File: src/rtl/clock_divider_pkg.sv
// Shared helpers for the multi-channel programmable clock divider.
package clock_divider_pkg;

  // Number of high cycles in one period of ratio r (ceil(r/2)).
  function automatic int unsigned hi_count(input int unsigned r);
    return r - (r / 32'd2);
  endfunction

  function automatic int unsigned ch_width(input int unsigned n);
    return (n <= 32'd1) ? 32'd1 : int'($clog2(n));
  endfunction

  // A ratio of zero is meaningless; treat it as divide-by-one.
  function automatic int unsigned map_ratio(input int unsigned d);
    return (d == 32'd0) ? 32'd1 : d;
  endfunction

endpackage

File: src/rtl/clock_divider_if.sv
// Ratio-configuration port of the programmable clock divider.
interface clock_divider_if import clock_divider_pkg::*; #(
  parameter int NUM_CH = 4,
  parameter int DIV_W  = 8
);
  localparam int CH_W = int'(ch_width(unsigned'(NUM_CH)));

  logic              i_cfg_valid;
  logic [CH_W-1:0]   i_cfg_ch;
  logic [DIV_W-1:0]  i_cfg_div;
  logic              o_cfg_ready;
  logic [NUM_CH-1:0] o_cfg_pending;

  modport master (
    output i_cfg_valid, i_cfg_ch, i_cfg_div,
    input  o_cfg_ready, o_cfg_pending
  );

  modport slave (
    input  i_cfg_valid, i_cfg_ch, i_cfg_div,
    output o_cfg_ready, o_cfg_pending
  );
endinterface

File: src/rtl/clock_divider_chan.sv
// One divider channel: active/staged ratio, period counter, divided clock and strobe.
module clock_divider_chan import clock_divider_pkg::*; #(
  parameter int DIV_W       = 8,
  parameter int DEFAULT_DIV = 2
) (
  input  logic             i_clk,
  input  logic             i_rst,
  input  logic             i_en,
  input  logic             i_sync,
  input  logic             i_wr,
  input  logic [DIV_W-1:0] i_wr_div,
  output logic             o_pending,
  output logic             o_clk_div,
  output logic             o_strobe
);
  localparam logic [DIV_W-1:0] DEF_R = DIV_W'(DEFAULT_DIV);
  localparam logic [DIV_W-1:0] ONE   = {{(DIV_W-1){1'b0}}, 1'b1};
  localparam logic [DIV_W-1:0] ZERO  = {DIV_W{1'b0}};

  logic [DIV_W-1:0] ratio_r;
  logic [DIV_W-1:0] stage_r;
  logic [DIV_W-1:0] cnt_r;
  logic             pending_r;
  logic             clk_div_r;
  logic             strobe_r;

  logic [DIV_W-1:0] ratio_next_s;
  logic [DIV_W-1:0] hi_s;
  logic [DIV_W-1:0] cnt_inc_s;
  logic             wrap_s;

  // Ratio taking effect at the next wrap/sync, wrap detect and high-phase length
  always_comb begin
    if (pending_r) begin
      ratio_next_s = stage_r;
    end else begin
      ratio_next_s = ratio_r;
    end
    wrap_s    = (cnt_r == (ratio_r - ONE));
    hi_s      = DIV_W'(hi_count(32'(ratio_r)));
    cnt_inc_s = cnt_r + ONE;
  end

  // Channel state: reset > sync > enabled count; a staged write lands after the period logic
  always_ff @(posedge i_clk) begin
    if (i_rst) begin
      ratio_r   <= DEF_R;
      stage_r   <= DEF_R;
      cnt_r     <= DEF_R - ONE;
      pending_r <= 1'b0;
      clk_div_r <= 1'b0;
      strobe_r  <= 1'b0;
    end else begin
      if (i_sync) begin
        ratio_r   <= ratio_next_s;
        cnt_r     <= ratio_next_s - ONE;
        pending_r <= 1'b0;
        clk_div_r <= 1'b0;
        strobe_r  <= 1'b0;
      end else if (i_en) begin
        if (wrap_s) begin
          ratio_r   <= ratio_next_s;
          pending_r <= 1'b0;
          cnt_r     <= ZERO;
          strobe_r  <= 1'b1;
          clk_div_r <= 1'b1;
        end else begin
          cnt_r     <= cnt_inc_s;
          strobe_r  <= 1'b0;
          clk_div_r <= (cnt_inc_s < hi_s);
        end
      end else begin
        strobe_r <= 1'b0;
      end
      // Only accepted while not pending, so it never races the apply above.
      if (i_wr) begin
        stage_r   <= i_wr_div;
        pending_r <= 1'b1;
      end
    end
  end

  assign o_pending = pending_r;
  assign o_clk_div = clk_div_r;
  assign o_strobe  = strobe_r;

endmodule

File: src/rtl/clock_divider_prog.sv
// Multi-channel programmable clock divider / clock-enable generator.
module clock_divider_prog import clock_divider_pkg::*; #(
  parameter int NUM_CH      = 4,
  parameter int DIV_W       = 8,
  parameter int DEFAULT_DIV = 2
) (
  input  logic              i_clk,
  input  logic              i_rst,
  input  logic              i_en,
  input  logic              i_sync,
  clock_divider_if.slave    cfg,
  output logic [NUM_CH-1:0] o_clk_div,
  output logic [NUM_CH-1:0] o_strobe
);
  localparam int CH_W  = int'(ch_width(unsigned'(NUM_CH)));
  localparam int PAD_N = 1 << CH_W;

  if (NUM_CH < 1) begin : g_bad_num_ch
    $error("NUM_CH must be at least 1");
  end
  if ((DEFAULT_DIV < 2) || (DEFAULT_DIV > ((2 ** DIV_W) - 1))) begin : g_bad_default
    $error("DEFAULT_DIV must lie in 2 .. 2**DIV_W-1");
  end

  logic [NUM_CH-1:0] pending_s;
  logic [NUM_CH-1:0] wr_s;
  logic [PAD_N-1:0]  pend_pad_s;
  logic [DIV_W-1:0]  wr_div_s;
  logic              ready_s;

  // Ready mux and write decode; unused channel codes read as never-pending
  always_comb begin
    pend_pad_s               = {PAD_N{1'b0}};
    pend_pad_s[NUM_CH-1:0]   = pending_s;
    ready_s                  = ~pend_pad_s[cfg.i_cfg_ch];
    wr_div_s                 = DIV_W'(map_ratio(32'(cfg.i_cfg_div)));
    for (int i = 0; i < NUM_CH; i++) begin
      wr_s[i] = cfg.i_cfg_valid & ready_s & (cfg.i_cfg_ch == CH_W'(i));
    end
  end

  for (genvar g = 0; g < NUM_CH; g++) begin : g_chan
    clock_divider_chan #(
      .DIV_W       (DIV_W),
      .DEFAULT_DIV (DEFAULT_DIV)
    ) u_chan (
      .i_clk     (i_clk),
      .i_rst     (i_rst),
      .i_en      (i_en),
      .i_sync    (i_sync),
      .i_wr      (wr_s[g]),
      .i_wr_div  (wr_div_s),
      .o_pending (pending_s[g]),
      .o_clk_div (o_clk_div[g]),
      .o_strobe  (o_strobe[g])
    );
  end

  assign cfg.o_cfg_ready   = ready_s;
  assign cfg.o_cfg_pending = pending_s;

endmodule

File: src/flat_wrapper.sv
// flat-port wrapper written by rule: the top's interface ports become plain ports
module clock_divider_prog_flat import clock_divider_pkg::*;
#(
  parameter int NUM_CH      = 4,
  parameter int DIV_W       = 8,
  parameter int DEFAULT_DIV = 2
)
  (i_clk, i_rst, i_en, i_sync, o_clk_div, o_strobe, cfg_i_cfg_valid, cfg_i_cfg_ch, cfg_i_cfg_div, cfg_o_cfg_ready, cfg_o_cfg_pending);
  clock_divider_if #(.NUM_CH(NUM_CH), .DIV_W(DIV_W)) cfg_i ();
  input  logic i_clk;
  input  logic i_rst;
  input  logic i_en;
  input  logic i_sync;
  output logic [NUM_CH-1:0] o_clk_div;
  output logic [NUM_CH-1:0] o_strobe;
  input wire logic [$bits(cfg_i.i_cfg_valid)-1:0] cfg_i_cfg_valid;
  input wire logic [$bits(cfg_i.i_cfg_ch)-1:0] cfg_i_cfg_ch;
  input wire logic [$bits(cfg_i.i_cfg_div)-1:0] cfg_i_cfg_div;
  output wire logic [$bits(cfg_i.o_cfg_ready)-1:0] cfg_o_cfg_ready;
  output wire logic [$bits(cfg_i.o_cfg_pending)-1:0] cfg_o_cfg_pending;
  assign cfg_i.i_cfg_valid = cfg_i_cfg_valid;
  assign cfg_i.i_cfg_ch = cfg_i_cfg_ch;
  assign cfg_i.i_cfg_div = cfg_i_cfg_div;
  assign cfg_o_cfg_ready = cfg_i.o_cfg_ready;
  assign cfg_o_cfg_pending = cfg_i.o_cfg_pending;
  clock_divider_prog #(.NUM_CH(NUM_CH), .DIV_W(DIV_W), .DEFAULT_DIV(DEFAULT_DIV)) u_core (.i_clk(i_clk), .i_rst(i_rst), .i_en(i_en), .i_sync(i_sync), .cfg(cfg_i), .o_clk_div(o_clk_div), .o_strobe(o_strobe));
endmodule
File: config.mk
export PLATFORM = sky130hd
export DESIGN_NAME = clock_divider_prog_flat
export DESIGN_NICKNAME = d
export VERILOG_FILES = /design/src/rtl/clock_divider_pkg.sv /design/src/rtl/clock_divider_if.sv /design/src/rtl/clock_divider_chan.sv /design/src/rtl/clock_divider_prog.sv /design/src/flat_wrapper.sv
export SDC_FILE = /design/constraint.sdc
export NUM_CORES = 1
export LEC_CHECK = 0
export ABC_AREA = 1
export ABC_CLOCK_PERIOD_IN_PS = 4150
export BUFFER_PORTS_ARGS = -buffer_cell sky130_fd_sc_hd__buf_2
export CELL_PAD_IN_SITES_DETAIL_PLACEMENT = 1
export CELL_PAD_IN_SITES_GLOBAL_PLACEMENT = 1
export CORE_ASPECT_RATIO = 0.75
export CORE_MARGIN = 2
export CORE_UTILIZATION = 48
export DETAILED_ROUTE_END_ITERATION = 8
export GPL_ROUTABILITY_DRIVEN = 0
export PLACE_DENSITY_LB_ADDON = 0.1
export SYNTH_ARGS = -nofsm -noshare
export SYNTH_HDL_FRONTEND = slang
export SYNTH_SLANG_ARGS = --single-unit
File: constraint.sdc
create_clock -name i_clk -period 4.15 [get_ports i_clk]
set_clock_uncertainty 0.05 [all_clocks]
set_input_delay 0 -clock i_clk [delete_from_list [all_inputs] [get_ports i_clk]]
set_output_delay 0 -clock i_clk [all_outputs]
set_load 0.005 [all_outputs]
After elaboration in Yosys (flattened, before gate mapping) --
Cells that the tools add are included. W data, S select, Z words.
Word-level totals: register bits 108, output and inout bits 13, word-level logic and storage cells 139, bits of input ports 15
Cells by class: reduce and logical (&&, ||, !) cells 25, eq/ne operators 7, add/subtract/negate cells 16, multiplexer cells 55, bitwise logic cells 7, $lt $le $gt $ge 5
Operators with widths (number):
- $mux W8 | 29
- $sub A8 B1 Y8 const B | 8
- $add A8 B1 Y8 const B | 4
- $eq A8 B8 Y1 | 4
- $lt A8 B8 Y1 | 4
- $sub A8 B7 Y8 | 4
- $mux W1 | 25
- $reduce_bool A3 Y1 | 8
- $reduce_and A2 Y1 | 8
- $reduce_bool A2 Y1 | 5
- $logic_not A8 Y1 | 1
- $and A1 B1 Y1 | 5
- $eq A2 B2 Y1 const B | 2
- $lt A2 B3 Y1 const B | 1
- $reduce_or A3 Y1 | 1
- $bmux W1 S2 | 1
- $eq A2 B1 Y1 const B | 1
- $logic_not A2 Y1 | 1
- $not A1 Y1 | 2
- $reduce_or A2 Y1 | 1

Depth between registers and ports, before layout --
depth in word-level cells 7, mapped depth 18, gate-level depth less buffers 18

Hierarchy --
A second synthesis with hierarchy kept.
Second synthesis, totals: cells, all modules 1401, area, all modules 8957.3 um^2
By module, submodules not included:
- clock_divider_chan | sequential area each 540.5 um^2, times used 4, area an instance 2200.9 um^2, cells each 342
- clock_divider_prog | sequential area each 0.0 um^2, times used 1, area an instance 153.9 um^2, cells each 33

Least setup slack after synthesis --
No wires, ideal clock.
path type reg2reg, start point register u_core.g_chan[1].u_chan.ratio_r[2], end point register u_core.g_chan[1].u_chan.clk_div_r, clock period less this slack 2372 ps, stages on the path, launching flop included 12, library setup time 56 ps, arrival time 2266 ps, setup slack 1778 ps, path through dfxtp_1 > inv_1 > ha_1 > o31ai_1 > a21oi_1 > o21ai_0 > xor2_1 > ha_1 > a21oi_1 > o211ai_1 > a21o_1 > inv_1
Between the ends: longest elaborated chain between the ends 3, elaborated cells on any way between the ends 5, classes of those cells 2 x add/sub; 1 x order compare; 1 x eq/ne; 1 x mux
Ends and longest elaborated chain:
- from (decl) | line clock_divider_chan.sv:20 | logic [DIV_W-1:0] ratio_r;
- from (signal assigned) | line clock_divider_chan.sv:55 | ratio_r <= ratio_next_s;
- from (signal assigned) | line clock_divider_chan.sv:62 | ratio_r <= ratio_next_s;
- $sub A8 B7 Y8 or $sub A8 B1 Y8 (tied branches) | line clock_divider_pkg.sv:6, clock_divider_chan.sv:39
- $lt A8 B8 Y1 or $eq A8 B8 Y1 (tied branches) | line clock_divider_chan.sv:70, clock_divider_chan.sv:39
- $mux W1 * | line clock_divider_chan.sv:61 | if (wrap_s) begin
- to (signal assigned) | line clock_divider_chan.sv:70 | clk_div_r <= (cnt_inc_s < hi_s);
- to (decl) | line clock_divider_chan.sv:24 | logic clk_div_r;
Every way passes the cells marked *; elsewhere a longest branch is shown, timed or not. A chain may end at the register's enable or synchronous reset.

Worst setup path in the final report --
Ends and elaborated chain as after synthesis.

==> metrics <==
status=finished clean; die area=19700 µm²; latest clock arrival within the worst-skew pair=0.37 ns; postcts setup bufs=0; vias in the first global route=8936; FFs w/ async S/R, synth=0; MaxCap Viol Count=0; vias=8894; DP Cell Count=1591; Initial Util=0.486; worst rel slew slack=0.376; die height=122 µm; clock root buffer master=clkbuf_16; Seq/Total Area, Yosys=0.242; Diodes inserted=0; Hold Crit Class=in -> reg; Comb pwr share=0.321; H-tree lvl count=3; cts bufs inserted=9; final HPWL from detailed placement=21500 µm; unique cell type count in the Yosys netlist=38; gr ovfl total=0; final slew viol count=0; CTS tree=done; WS Path Type=reg -> reg; Synth-to-Final Area Change=6.55%; Sw Pwr=1190 µW; Pint=2020 µW; DP Area=9100 µm²; Core Box Area=18300 µm²; largest net degree at the start of global routing=39; element type at the critical path end=flop; width of the die=161 µm; Design Area, Final=9500 µm²; initial DRC count=528; CP Launch Type=flop; register area=2160 µm²; Worst path slowest cell=o31ai_1; delay-heaviest family, CP=compound AO/OA/AOI/OAI gates; I/O Buffers=27; clock buffer depth=2; CP bufs+invs=2; Primary FF master, synth=dfxtp_1; Final min period=2.85 ns; Net Count, Synth=1478; Tcrit/Tclk final=0.688; ranking of synthesized cells by area=dfxtp_1 (24%), nand2_1 (15%), ha_1 (13%), a21oi_1 (7.6%), inv_1 (7.5%); max incr delay on CP=0.48 ns; Final Hold Fails=0; Worst-path clk slew=0.08 ns; WL final=28200 µm; first-pass GRT wire length=46200 µm; worst path cell trace=inv_1 > ha_1 > o31ai_1 > a21oi_1 > o21ai_0 > xor2_1 > ha_1 > a21oi_1 > o211ai_1 > a21o_1 > inv_1; total number of yosys warnings=0; top cell type's share of synthesized area=0.242; post-synthesis cell area=8920 µm²; Avg Inst Size Synth=6.54 µm²; EDFF count, synth=0; Arrival @ worst endpoint=3.12 ns; DRC=0; pwr/cell area=338 nW/µm²; wire per inst=17.5 µm; Final nets=1477; area of the multi-input gates=5740 µm²; clk sinks=108; post-route ant nets=0; via-per-instance ratio=5.51; I/O Pins=28; Filler cells=2510; post-route insts no fill=1614; peak supply drop=0.188 mV; Final TNS setup=0 ns; share of power burned in registers=0.369; post-synth top area cell=dfxtp_1; share of cells above drive strength 1=0.0593; initial antenna violation count=0; Synth Instances=1363; Setup violations, final=0; worst slew pin tran=0.926 ns; synthesis-stage register bit count=108; First-pass DRT Iterations=4; crit-path max FO=6; P_leak=0.00455 µW; Overall Global Routing Usage=0.293; switching part of the total=0.372; Hold Worst Slack=0.0586 ns; commonest non-fill, non-tap cell in the layout=nand2_1; CP required=4.42 ns; Clock power frac=0.310; FP Rows=43; RSZ-0062 raised after global routing=false; Peak Freq=350 MHz; most frequent cells in the layout=nand2_1 (361), inv_1 (177), a21oi_1 (136)
-- registers in the layout, indices dropped and copies added (netlist names) --
name,cells
u_core.g_chan.u_chan.cnt_r,32
u_core.g_chan.u_chan.o_clk_div,4
u_core.g_chan.u_chan.o_pending,4
u_core.g_chan.u_chan.o_strobe,4
u_core.g_chan.u_chan.ratio_r,32
u_core.g_chan.u_chan.stage_r,32
-- what timing repair did --
action,CTS,global route
gates resized for setup,0,0
hold buffers,7,0
hold endpoints to repair,25,0
-- cells by family after synthesis --
| family | after synthesis | synth area share |
|---|---|---|
| and+or+nand+nor | 599 | 0.285 |
| xor gates and xnor gates | 54 | 0.0530 |
| AOI/OAI and AO/OA | 263 | 0.162 |
| DFF | 108 | 0.242 |
| adders and majority gates | 100 | 0.144 |
| buffers and inverters | 239 | 0.114 |
-- routing by layer --
layer	routed length (µm)	track usage	vias to the layer above	share of wire
li1	-	-	4422	-
met5	0	0	-	0
met2	12300	0.464	156	0.44
met3	1280	0.0368	27	0.045
met1	14300	0.428	4289	0.50
met4	361	0.0619	0	0.013
-- cells in the mapped netlist, types with 13 or more instances --
library cell	count
nand2_1	361
inv_1	178
a21oi_1	136
dfxtp_1	108
nand3_1	107
ha_1	96
o21ai_0	84
nor2_1	80
xor2_1	49
clkbuf_1	18
buf_2	14
buf_4	14
nor3_1	13
-- per-stage QoR --
step                       util  setup slack (ns)  power, µW
after floorplan               -              1.78       1950
after global placement    0.496              1.37       2170
after detailed placement  0.496              1.29       2220
after CTS                 0.518              1.29       3220
after global routing      0.518              1.04       3410
final                     0.518              1.30       3210
-- final timing paths --
check | from | to | slack (ns) | depth (start not counted)
min reg2reg | u_core.g_chan[0].u_chan.stage_r[6]$_SDFFE_PP0P_ | u_core.g_chan[0].u_chan.stage_r[6]$_SDFFE_PP0P_ | 0.41 | 2
max | u_core.g_chan[1].u_chan.ratio_r[2]$_SDFFE_PP0P_ | u_core.g_chan[1].u_chan.o_clk_div$_SDFFE_PP0P_ | 1.30 | 11
max reg2reg | u_core.g_chan[1].u_chan.ratio_r[2]$_SDFFE_PP0P_ | u_core.g_chan[1].u_chan.o_clk_div$_SDFFE_PP0P_ | 1.30 | 11
min | cfg_i_cfg_valid | u_core.g_chan[3].u_chan.stage_r[1]$_SDFFE_PP1P_ | 0.06 | 5
-- power by group through the flow --
stage / Clock (µW) / Sequential (µW) / Combinational [µW]
finish: 993 / 1180 / 1030
global route: 1040 / 1190 / 1180
CTS: 1010 / 1180 / 1030
detailed placement: 0 / 1210 / 1010
global placement: 0 / 1200 / 971
floorplan: 0 / 1170 / 779
-- layout make-up --
| class | instances | share of cell area |
|---|---|---|
| clock inverter | 7 | 0.0113 |
| sequential | 108 | 0.227 |
| tap | 247 | 0.0325 |
| clock buffer | 9 | 0.0237 |
| timing repair buffer | 42 | 0.0279 |
| inverter | 185 | 0.0731 |
| multi-input combinational | 1016 | 0.604 |
-- worst reg2reg max path, cell delays in order (launching register included) --
cell,delay [ns]
dfxtp_1,0.44
inv_1,0.20
ha_1,0.39
o31ai_1,0.48
a21oi_1,0.12
o21ai_0,0.20
xor2_1,0.19
ha_1,0.28
a21oi_1,0.15
o211ai_1,0.09
a21o_1,0.16
inv_1,0.04
(Power assumes the default switching activity.)
